--- config.mk ---
export PLATFORM = sky130hd
export DESIGN_NAME = vram_dma
export DESIGN_NICKNAME = d
export VERILOG_FILES = /design/src/rtl/vram_dma_pkg.sv /design/src/rtl/vram_dma_cfg_regs.sv /design/src/rtl/vram_dma.sv
export SDC_FILE = /design/constraint.sdc
export NUM_CORES = 1
export LEC_CHECK = 0
export ABC_AREA = 1
export CAP_MARGIN = 20
export CORE_ASPECT_RATIO = 0.8
export CORE_UTILIZATION = 51
export CTS_CLUSTER_DIAMETER = 80
export DETAILED_ROUTE_END_ITERATION = 10
export GPL_TIMING_DRIVEN = 0
export HOLD_SLACK_MARGIN = 0.08
export PLACE_DENSITY_LB_ADDON = 0.3
export SLEW_MARGIN = 0
export SYNTH_ARGS = -nofsm -noshare
export SYNTH_HDL_FRONTEND = slang
export SYNTH_SLANG_ARGS = --single-unit
--- constraint.sdc ---
create_clock -name clk -period 2.08 [get_ports clk]
set_clock_uncertainty 0.1 [all_clocks]
set_input_delay 0.52 -clock clk [delete_from_list [all_inputs] [get_ports clk]]
set_output_delay 0.52 -clock clk [all_outputs]
set_load 0.02 [all_outputs]
--- src/rtl/vram_dma_pkg.sv ---
`default_nettype none
// ----------------------------------------------------------------------------
// vram_dma_pkg : state, register-select, control and status encodings
// Rev 1.0
// ----------------------------------------------------------------------------
package vram_dma_pkg;

  typedef enum logic [1:0] {
    ST_IDLE    = 2'd0,
    ST_WAIT_VB = 2'd1,
    ST_XFER    = 2'd2,
    ST_DRAIN   = 2'd3
  } dma_state_e;

  localparam logic [1:0] SEL_SRC  = 2'd0;
  localparam logic [1:0] SEL_DST  = 2'd1;
  localparam logic [1:0] SEL_LEN  = 2'd2;
  localparam logic [1:0] SEL_CTRL = 2'd3;

  localparam int CTRL_START   = 0;
  localparam int CTRL_TILE    = 1;
  localparam int CTRL_WAIT_VB = 2;
  localparam int CTRL_ABORT   = 3;

  localparam int STAT_BUSY    = 15;
  localparam int STAT_DONE    = 14;
  localparam int STAT_ABORTED = 13;

endpackage
`default_nettype wire

--- src/rtl/vram_dma_cfg_regs.sv ---
`default_nettype none
// ----------------------------------------------------------------------------
// dma_cfg_regs : CPU-visible SRC/DST/LEN registers, control latch, sticky status
// Rev 1.0
// ----------------------------------------------------------------------------
module dma_cfg_regs
  import vram_dma_pkg::*;
#(
  parameter int LEN_W = 11,
  parameter int DST_W = 13
) (
  input  logic             clk,
  input  logic             rst,
  input  logic             cfg_write,
  input  logic [1:0]       cfg_sel,
  input  logic [15:0]      cfg_data,
  input  logic             busy,
  input  logic             done_set,
  input  logic             abort_set,
  output logic [15:0]      src_reg,
  output logic [DST_W-1:0] dst_reg,
  output logic [LEN_W-1:0] len_reg,
  output logic             start_req,
  output logic             start_tile,
  output logic             start_wait,
  output logic             abort_req,
  output logic             tile,
  output logic             done,
  output logic             aborted
);

  logic [15:0]      src_q, src_d;
  logic [DST_W-1:0] dst_q, dst_d;
  logic [LEN_W-1:0] len_q, len_d;
  logic             tile_q, tile_d;
  logic             done_q, done_d;
  logic             aborted_q, aborted_d;
  logic             ctrl_wr;
  logic             reg_wr;

  always_comb begin
    ctrl_wr    = cfg_write && (cfg_sel == SEL_CTRL);
    reg_wr     = cfg_write && !busy;
    start_req  = ctrl_wr && cfg_data[CTRL_START] && !busy;
    abort_req  = ctrl_wr && cfg_data[CTRL_ABORT] && busy;
    start_tile = cfg_data[CTRL_TILE];
    start_wait = cfg_data[CTRL_WAIT_VB];

    src_d     = src_q;
    dst_d     = dst_q;
    len_d     = len_q;
    tile_d    = tile_q;
    done_d    = done_q;
    aborted_d = aborted_q;

    if (reg_wr && (cfg_sel == SEL_SRC)) src_d = cfg_data;
    if (reg_wr && (cfg_sel == SEL_DST)) dst_d = cfg_data[DST_W-1:0];
    if (reg_wr && (cfg_sel == SEL_LEN)) len_d = cfg_data[LEN_W-1:0];

    // A new start clears the sticky flags; a zero-length start sets done in the same edge.
    if (start_req) begin
      tile_d    = cfg_data[CTRL_TILE];
      done_d    = 1'b0;
      aborted_d = 1'b0;
    end
    if (done_set)  done_d    = 1'b1;
    if (abort_set) aborted_d = 1'b1;
  end

  always_ff @(posedge clk) begin
    if (rst) begin
      src_q     <= '0;
      dst_q     <= '0;
      len_q     <= '0;
      tile_q    <= 1'b0;
      done_q    <= 1'b0;
      aborted_q <= 1'b0;
    end else begin
      src_q     <= src_d;
      dst_q     <= dst_d;
      len_q     <= len_d;
      tile_q    <= tile_d;
      done_q    <= done_d;
      aborted_q <= aborted_d;
    end
  end

  assign src_reg = src_q;
  assign dst_reg = dst_q;
  assign len_reg = len_q;
  assign tile    = tile_q;
  assign done    = done_q;
  assign aborted = aborted_q;

endmodule
`default_nettype wire

--- src/rtl/vram_dma.sv ---
`default_nettype none
// ----------------------------------------------------------------------------
// vram_dma : block copy from program memory into sprite or tile RAM
// Rev 1.0
// ----------------------------------------------------------------------------
module vram_dma
  import vram_dma_pkg::*;
#(
  parameter int LEN_W     = 11,
  parameter int SPRITE_AW = 10,
  parameter int TILE_AW   = 13
) (
  input  logic               clk,
  input  logic               rst,
  input  logic               cfg_write,
  input  logic [1:0]         cfg_sel,
  input  logic [15:0]        cfg_data,
  output logic [15:0]        status,
  input  logic               vbright,
  output logic               dma_req,
  input  logic               dma_gnt,
  output logic               src_en,
  output logic [15:0]        src_addr,
  input  logic [15:0]        src_data,
  output logic               dst_we,
  output logic               dst_tile,
  output logic [TILE_AW-1:0] dst_addr,
  output logic [15:0]        dst_data,
  output logic               done_pulse
);

  dma_state_e         state_q, state_d;
  logic [15:0]        src_cnt_q, src_cnt_d;
  logic [TILE_AW-1:0] dst_cnt_q, dst_cnt_d;
  logic [LEN_W-1:0]   rem_q, rem_d;
  logic               wr_pend_q, wr_pend_d;
  logic               zlen_q, zlen_d;

  logic [15:0]        src_reg;
  logic [TILE_AW-1:0] dst_reg;
  logic [LEN_W-1:0]   len_reg;
  logic               start_req, start_tile, start_wait, abort_req;
  logic               tile, done, aborted;
  logic               busy, done_set, abort_set, fin_pulse;

  function automatic logic [TILE_AW-1:0] dst_mask(input logic is_tile);
    return is_tile ? {TILE_AW{1'b1}} : TILE_AW'((1 << SPRITE_AW) - 1);
  endfunction

  dma_cfg_regs #(
    .LEN_W (LEN_W),
    .DST_W (TILE_AW)
  ) u_regs (
    .clk        (clk),
    .rst        (rst),
    .cfg_write  (cfg_write),
    .cfg_sel    (cfg_sel),
    .cfg_data   (cfg_data),
    .busy       (busy),
    .done_set   (done_set),
    .abort_set  (abort_set),
    .src_reg    (src_reg),
    .dst_reg    (dst_reg),
    .len_reg    (len_reg),
    .start_req  (start_req),
    .start_tile (start_tile),
    .start_wait (start_wait),
    .abort_req  (abort_req),
    .tile       (tile),
    .done       (done),
    .aborted    (aborted)
  );

  assign busy = (state_q != ST_IDLE);

  always_comb begin
    state_d   = state_q;
    src_cnt_d = src_cnt_q;
    dst_cnt_d = dst_cnt_q;
    rem_d     = rem_q;
    zlen_d    = 1'b0;
    src_en    = 1'b0;
    dma_req   = 1'b0;
    done_set  = 1'b0;
    abort_set = 1'b0;
    fin_pulse = 1'b0;

    if (wr_pend_q) dst_cnt_d = (dst_cnt_q + TILE_AW'(1)) & dst_mask(tile);

    unique case (state_q)
      ST_IDLE: begin
        if (start_req) begin
          src_cnt_d = src_reg;
          dst_cnt_d = dst_reg & dst_mask(start_tile);
          rem_d     = len_reg;
          if (len_reg == '0) begin
            zlen_d   = 1'b1;
            done_set = 1'b1;
          end else if (start_wait && vbright) begin
            state_d = ST_WAIT_VB;
          end else begin
            state_d = ST_XFER;
          end
        end
      end
      ST_WAIT_VB: begin
        if (abort_req) begin
          state_d   = ST_IDLE;
          abort_set = 1'b1;
        end else if (!vbright) begin
          state_d = ST_XFER;
        end
      end
      ST_XFER: begin
        dma_req = 1'b1;
        // Abort blocks the read in its own cycle; the write already in flight still lands.
        if (abort_req) begin
          state_d   = ST_IDLE;
          abort_set = 1'b1;
        end else if (dma_gnt) begin
          src_en    = 1'b1;
          src_cnt_d = src_cnt_q + 16'd1;
          rem_d     = rem_q - LEN_W'(1);
          if (rem_q == LEN_W'(1)) state_d = ST_DRAIN;
        end
      end
      ST_DRAIN: begin
        state_d = ST_IDLE;
        if (abort_req) begin
          abort_set = 1'b1;
        end else begin
          done_set  = 1'b1;
          fin_pulse = 1'b1;
        end
      end
      default: state_d = ST_IDLE;
    endcase

    wr_pend_d = src_en;
  end

  always_ff @(posedge clk) begin
    if (rst) begin
      state_q   <= ST_IDLE;
      src_cnt_q <= '0;
      dst_cnt_q <= '0;
      rem_q     <= '0;
      wr_pend_q <= 1'b0;
      zlen_q    <= 1'b0;
    end else begin
      state_q   <= state_d;
      src_cnt_q <= src_cnt_d;
      dst_cnt_q <= dst_cnt_d;
      rem_q     <= rem_d;
      wr_pend_q <= wr_pend_d;
      zlen_q    <= zlen_d;
    end
  end

  always_comb begin
    status               = '0;
    status[STAT_BUSY]    = busy;
    status[STAT_DONE]    = done;
    status[STAT_ABORTED] = aborted;
  end

  assign src_addr   = src_cnt_q;
  assign dst_we     = wr_pend_q;
  assign dst_tile   = tile;
  assign dst_addr   = dst_cnt_q;
  assign dst_data   = wr_pend_q ? src_data : 16'd0;
  assign done_pulse = fin_pulse | zlen_q;

endmodule
`default_nettype wire

# ---- Word-level counts from Yosys, hierarchy flattened
# Index checks and enable logic that the tools add are counted.
dict set report totals {
  register_bits 87
  inputBits 39
  out_inout_bits 66
  wordCells 92
}
dict set report op_classes {
  n_addsub 3
  eq_ne 14
  muxes 37
  bitwise_logic 4
  n_reduce_logical 22
}
# operator count
set ops {}
lappend ops {{two-way mux 13 bit} 5}
lappend ops {{two-way mux 16 bit} 4}
lappend ops {{two-way mux 11 bit} 3}
lappend ops {{case mux 16 bit (2 select lines)} 1}
lappend ops {{AND 13 bit} 2}
lappend ops {{case mux 11 bit (2 select lines)} 1}
lappend ops {{adder 16 x 1 -> 16 bit (second input constant)} 1}
lappend ops {{two-way mux 2 bit} 8}
lappend ops {{adder 13 x 1 -> 13 bit (second input constant)} 1}
lappend ops {{two-way mux 1 bit} 13}
lappend ops {{== test 11 x 1 -> 1 bit (second input constant)} 1}
lappend ops {{logical NOT 11 bit} 1}
lappend ops {{subtractor 11 x 1 -> 11 bit (second input constant)} 1}
lappend ops {{logical AND 1 bit} 10}
lappend ops {{!= test 3 bit (second input constant)} 3}
lappend ops {{== test 2 bit (second input constant)} 4}
lappend ops {{!= test 2 bit (second input constant)} 4}
lappend ops {{case mux 2 bit (4 select lines)} 1}
lappend ops {{nonzero test 2 bit} 4}
lappend ops {{AND reduction 5 bit} 1}
lappend ops {{== test 2 x 1 -> 1 bit (second input constant)} 2}
lappend ops {{logical NOT 2 bit} 2}
lappend ops {{AND reduction 4 bit} 1}
lappend ops {{OR reduction 3 bit} 1}
lappend ops {{other kinds (5)} 5}

# ---- Logic depth before layout (Yosys ltp)
dict set report logic_depth {
  ltp_word 7
  depth_mapped 12
  mapped_depth_nobuf 11
}

# ---- Cells and area by module
# Synthesis repeated with hierarchy kept, for this count alone.
dict set report unflattened {
  hier_cells 739
  hier_area_um2 4814.6
}
# mod n_inst cells_per_inst area_each_um2 seq_area_each_um2
set by_module_without_submodules {}
lappend by_module_without_submodules {vram_dma 1 532 3191.8 880.8}
lappend by_module_without_submodules {dma_cfg_regs 1 207 1622.8 860.8}

# ---- Worst setup path after synthesis
# Ideal clock, no wire load.
dict set report synth_path {
  kind {reg2reg}
  start {register state_q[0]}
  end {register rem_q[5]}
  t_arrival_ns 1.706
  required_time_ns 1.848
  slack_ns 0.142
  stages_incl_launch_ff 11
  path_buffers 2
  cell_sequence {dfxtp_1 inv_1 ha_1 buf_2 inv_2 nor2_1 a21oi_2 nand2_4 buf_2 o21ai_0 a21oi_1}
}
dict set report synth_between {
  elab_chain_len 5
}
# element line
set synth_rtl {}
lappend synth_rtl {{start: declaration} vram_dma.sv:32} ;# dma_state_e state_q, state_d;
lappend synth_rtl {{start signal: assignment} vram_dma.sv:151} ;# state_q <= state_d;
lappend synth_rtl {{nonzero test 2 bit} vram_dma.sv:74} ;# assign busy = (state_q != ST_IDLE);
lappend synth_rtl {{logical NOT 1 bit} vram_dma_cfg_regs.sv:44} ;# start_req = ctrl_wr && cfg_data[CTRL_START] && !busy;
lappend synth_rtl {{logical AND 1 bit} vram_dma_cfg_regs.sv:44}
lappend synth_rtl {{!= test 2 bit (no line)} --}
lappend synth_rtl {{AND reduction 4 bit (no line)} --}
lappend synth_rtl {{end signal: assignment} vram_dma.sv:154} ;# rem_q <= rem_d;
lappend synth_rtl {{end: declaration} vram_dma.sv:35} ;# logic [LEN_W-1:0] rem_q, rem_d;
# Parallel ways exist; a longest one is shown, timed or not.
# A chain may end at the register's enable or synchronous reset.

# ---- Worst setup path in the final report
dict set report layout_path {
  start {input port cfg_data[3]}
  end {output port done_pulse}
}
dict set report layout_between {
  elab_chain_len 5
}
# element line
set layout_rtl {}
lappend layout_rtl {{start: declaration} vram_dma.sv:17} ;# input logic [15:0] cfg_data,
lappend layout_rtl {{logical AND 1 bit (2 in series)} vram_dma_cfg_regs.sv:45} ;# abort_req = ctrl_wr && cfg_data[CTRL_ABORT] && busy;
lappend layout_rtl {{two-way mux 1 bit} vram_dma.sv:129} ;# if (abort_req) begin
lappend layout_rtl {{two-way mux 1 bit} vram_dma.sv:90} ;# unique case (state_q)
lappend layout_rtl {{bitwise OR 1 bit} vram_dma.sv:172} ;# assign done_pulse = fin_pulse | zlen_q;
lappend layout_rtl {{end: declaration} vram_dma.sv:29} ;# output logic done_pulse
# Every way passes these cells.

==> reports/qor.csv <==
stage,metric,value,unit
timing,Worst Tran Pin Value,658,ps
yosys,Synth Area in Simple Gates,31.2,%
yosys,post-synthesis cell area,4610,um^2
finish,Non-Filler Instances,964,
timing,slew margin rel.,56.2,%
routing,1st-iter DRT viols,509,
floorplanning,Horiz. Die Dim,108,um
timing,final setup fails,0,
setup_path,slowest cell on the critical path,dlygate4sd2_1,
place,PortBufs,91,
setup_path,worst stage delay on the critical path,430,ps
clocking,Clock Path Buffers,2,
timing,Final Hold Viols,0,
routing,ANT nets after route,0,
yosys,most common cell in the netlist,nor2_1,
flow_run,Max Cap Viol,0,
floorplanning,area of the die,9430,um^2
yosys,Ys Warns,0,
timing,RSZ-0062 raised after global routing,true,
floorplanning,IO Pins,105,
floorplanning,core area,8630,um^2
place,Area after DPL,5710,um^2
routing,drt wl/cell,15.4,um
pwr,total power,6.62,mW
routing,DRC Markers,0,
place,dpl hpwl,10.8,mm
global_routing,All-Layer GR Usage,32.0,%
yosys,post-synth top area cell,dfxtp_1,
yosys,Synth Register Bits,87,
clocking,clock sink count,87,
outcome,status,"complete, no violations",
finish,"Core Util, Final",73.3,%
yosys,Mapped Cells,718,
routing,post-DR vias/cell,5.46,
yosys,"FFs w/ async S/R, synth",0,%
yosys,main area contributors after synthesis,"dfxtp_1 (38%), nor2_1 (12%), nand2_1 (12%)",
pwr,Worst IR Drop VDD,0.000679,V
floorplanning,row cnt,30,
timing,Max Freq,485,MHz
routing,Vias,5265,
yosys,syn avg cell area,6.43,um^2
setup_path,Worst Path Max Fanout,6,
setup_path,Crit path max-delay family,buffers and inverters,
finish,Final Cell Area,6330,um^2
yosys,Post-synth EDFFs,0,
finish,nets@finish,895,
global_routing,first-pass GRT wire length,23.2,mm
routing,router iterations before antenna repair,7,
setup_path,Critical Path RT,1460,ps
yosys,Synth Area in Compound Gates,15.6,%
setup_path,CP Buf/Inv Count,2,
place,Placed Cells,933,
finish,area of the multi-input gates,2490,um^2
clocking,"Hold-fix buffers, CTS",0,
global_routing,global route overflow,0,
setup_path,worst path arrival time,1440,ps
finish,area delta synth->final,37.2,%
setup_path,Worst Setup End Kind,primary output,
clocking,H-tree depth,3,
floorplanning,Die Ht,87.1,um
finish,Seq. cell area,1750,um^2
yosys,predominant post-synthesis flop cell,dfxtp_1,
yosys,Post-Synth Adder-Cell Area,2.44,%
yosys,post-synth top area share,37.7,%
yosys,post-synthesis mux area share,0,%
global_routing,initial antenna violation count,0,
global_routing,largest net degree at the start of global routing,16,
pwr,leakage power,2.83,nW
setup_path,Worst Setup Path Type,input port to primary output,
yosys,Commonest cells post-synth,"nor2_1 (146), nand2_1 (142), dfxtp_1 (87)",
place,GP Congestion,0.937,
timing,Final min period,2060,ps
clocking,CTS tree,built,
global_routing,vias in the first global route,4860,
floorplanning,Initial Util,53.4,%
timing,fin crit share,99.1,%
clocking,Root Buffer,clkbuf_16,
setup_path,critical path cell sequence,"dlygate4sd2_1, nand3_4, nand2_2, nand2_1, buf_4",
clocking,CTS buffer count,9,
hold_path,worst min path class,register to register,
finish,final-layout fill cell count,714,
yosys,xor-xnor portion of the synthesized cell area,1.33,%
finish,share of layout cells above drive strength 1,12.2,%
clocking,clock-pin slew on the worst setup and hold paths,60,ps
routing,Total Wirelength,14.9,mm
yosys,"Seq/Total Area, Yosys",37.7,%
clocking,insertion delay to the later sink of the worst-skew pair,340,ps
finish,ant diodes,0,
setup_path,Setup crit start kind,input port,
yosys,library cells used by synthesis,29,
pwr,PwrDens,1050,nW/um^2
yosys,largest family of logic cells by synthesized area,simple AND/OR/NAND/NOR gates,
timing,max-slew violations,0,
[layer usage]
metal	up-vias	share of wire (%)	track usage (%)
met5	-	0	0
met4	0	2.2	10.1
li1	2526	-	-
met1	2414	42	41.4
met2	292	46	53.3
met3	33	9.7	7.03
[where the power goes]
group          internal, mW  switching [mW]
Combinational          1.08            1.67
Clock                  1.06           0.685
Sequential             1.91           0.215
[logic make-up after synthesis]
family,Yosys count
flip-flops,87
adder cells (fa/ha/maj),9
AO/OA/AOI/OAI,139
other,1
buffers and inverters,123
AND/OR/NAND/NOR,352
XOR/XNOR,7
[worst paths after layout]
path	start	slack (ps)	to	cells after the start
worst min register to register	u_regs.src_reg[2]$_SDFFE_PP0P_	360	u_regs.src_reg[2]$_SDFFE_PP0P_	2
worst max register to register	state_q[0]$_SDFFE_PP0P_	120	u_regs.src_reg[15]$_SDFFE_PP0P_	8
worst min-delay path	u_regs.src_reg[2]$_SDFFE_PP0P_	360	u_regs.src_reg[2]$_SDFFE_PP0P_	2
worst max-delay path	cfg_data[3]	20	done_pulse	5
[cell usage in the layout (no fill, tap or decap), types with 5 or more instances in the layout]
cell type | netlist | layout
inv_1 | 73 | 71
nand4_1 | 10 | 10
a21oi_1 | 48 | 47
nand3_1 | 41 | 40
conb_1 | 1 | 13
nor2_1 | 146 | 143
dfxtp_1 | 87 | 84
clkbuf_1 | 22 | 15
clkdlybuf4s15_2 | 0 | 9
nor3_1 | 6 | 5
clkdlybuf4s50_1 | 0 | 65
buf_6 | 0 | 5
nand2_1 | 142 | 139
buf_4 | 18 | 31
ha_1 | 9 | 7
o21ai_0 | 81 | 78
clkbuf_16 | 0 | 10
dlygate4sd2_1 | 0 | 8
clkbuf_2 | 0 | 9
[per-stage QoR]
| step | setup TNS (ps) | hold WS, ps | setup WS [ps] |
|---|---|---|---|
| after global routing | -121 | 374 | -27.0 |
| after floorplan | 0 | 324 | 142 |
| after global placement | -35700 | 348 | -756 |
| final | 0 | 362 | 18.7 |
| after detailed placement | -37770 | 354 | -807 |
| after CTS | 0 | 358 | 4.64 |
[worst min-delay path, stage by stage (launching register included)]
cell and delay (ps):
dfxtp_1 320, inv_1 50, a21oi_1 50
[area by class of cell]
cell class              count  area share [%]
clock buffers               9            3.56
multi-input cells         520            39.3
repair buffers            106            16.1
well taps                 112            2.21
clock inverters             7            1.52
flip-flops and latches     87            27.7
inverters                  77            4.88
plain buffers              46            4.72
[repair_timing]
action                     CTS  global route
cloned                       0             1
setup buffers                9             5
hold endpoints to repair     0             0
resized for setup           88            49
setup endpoints to repair   76            81
pin swaps                    3             6
No activity file was read; power rests on OpenSTA's default activity.
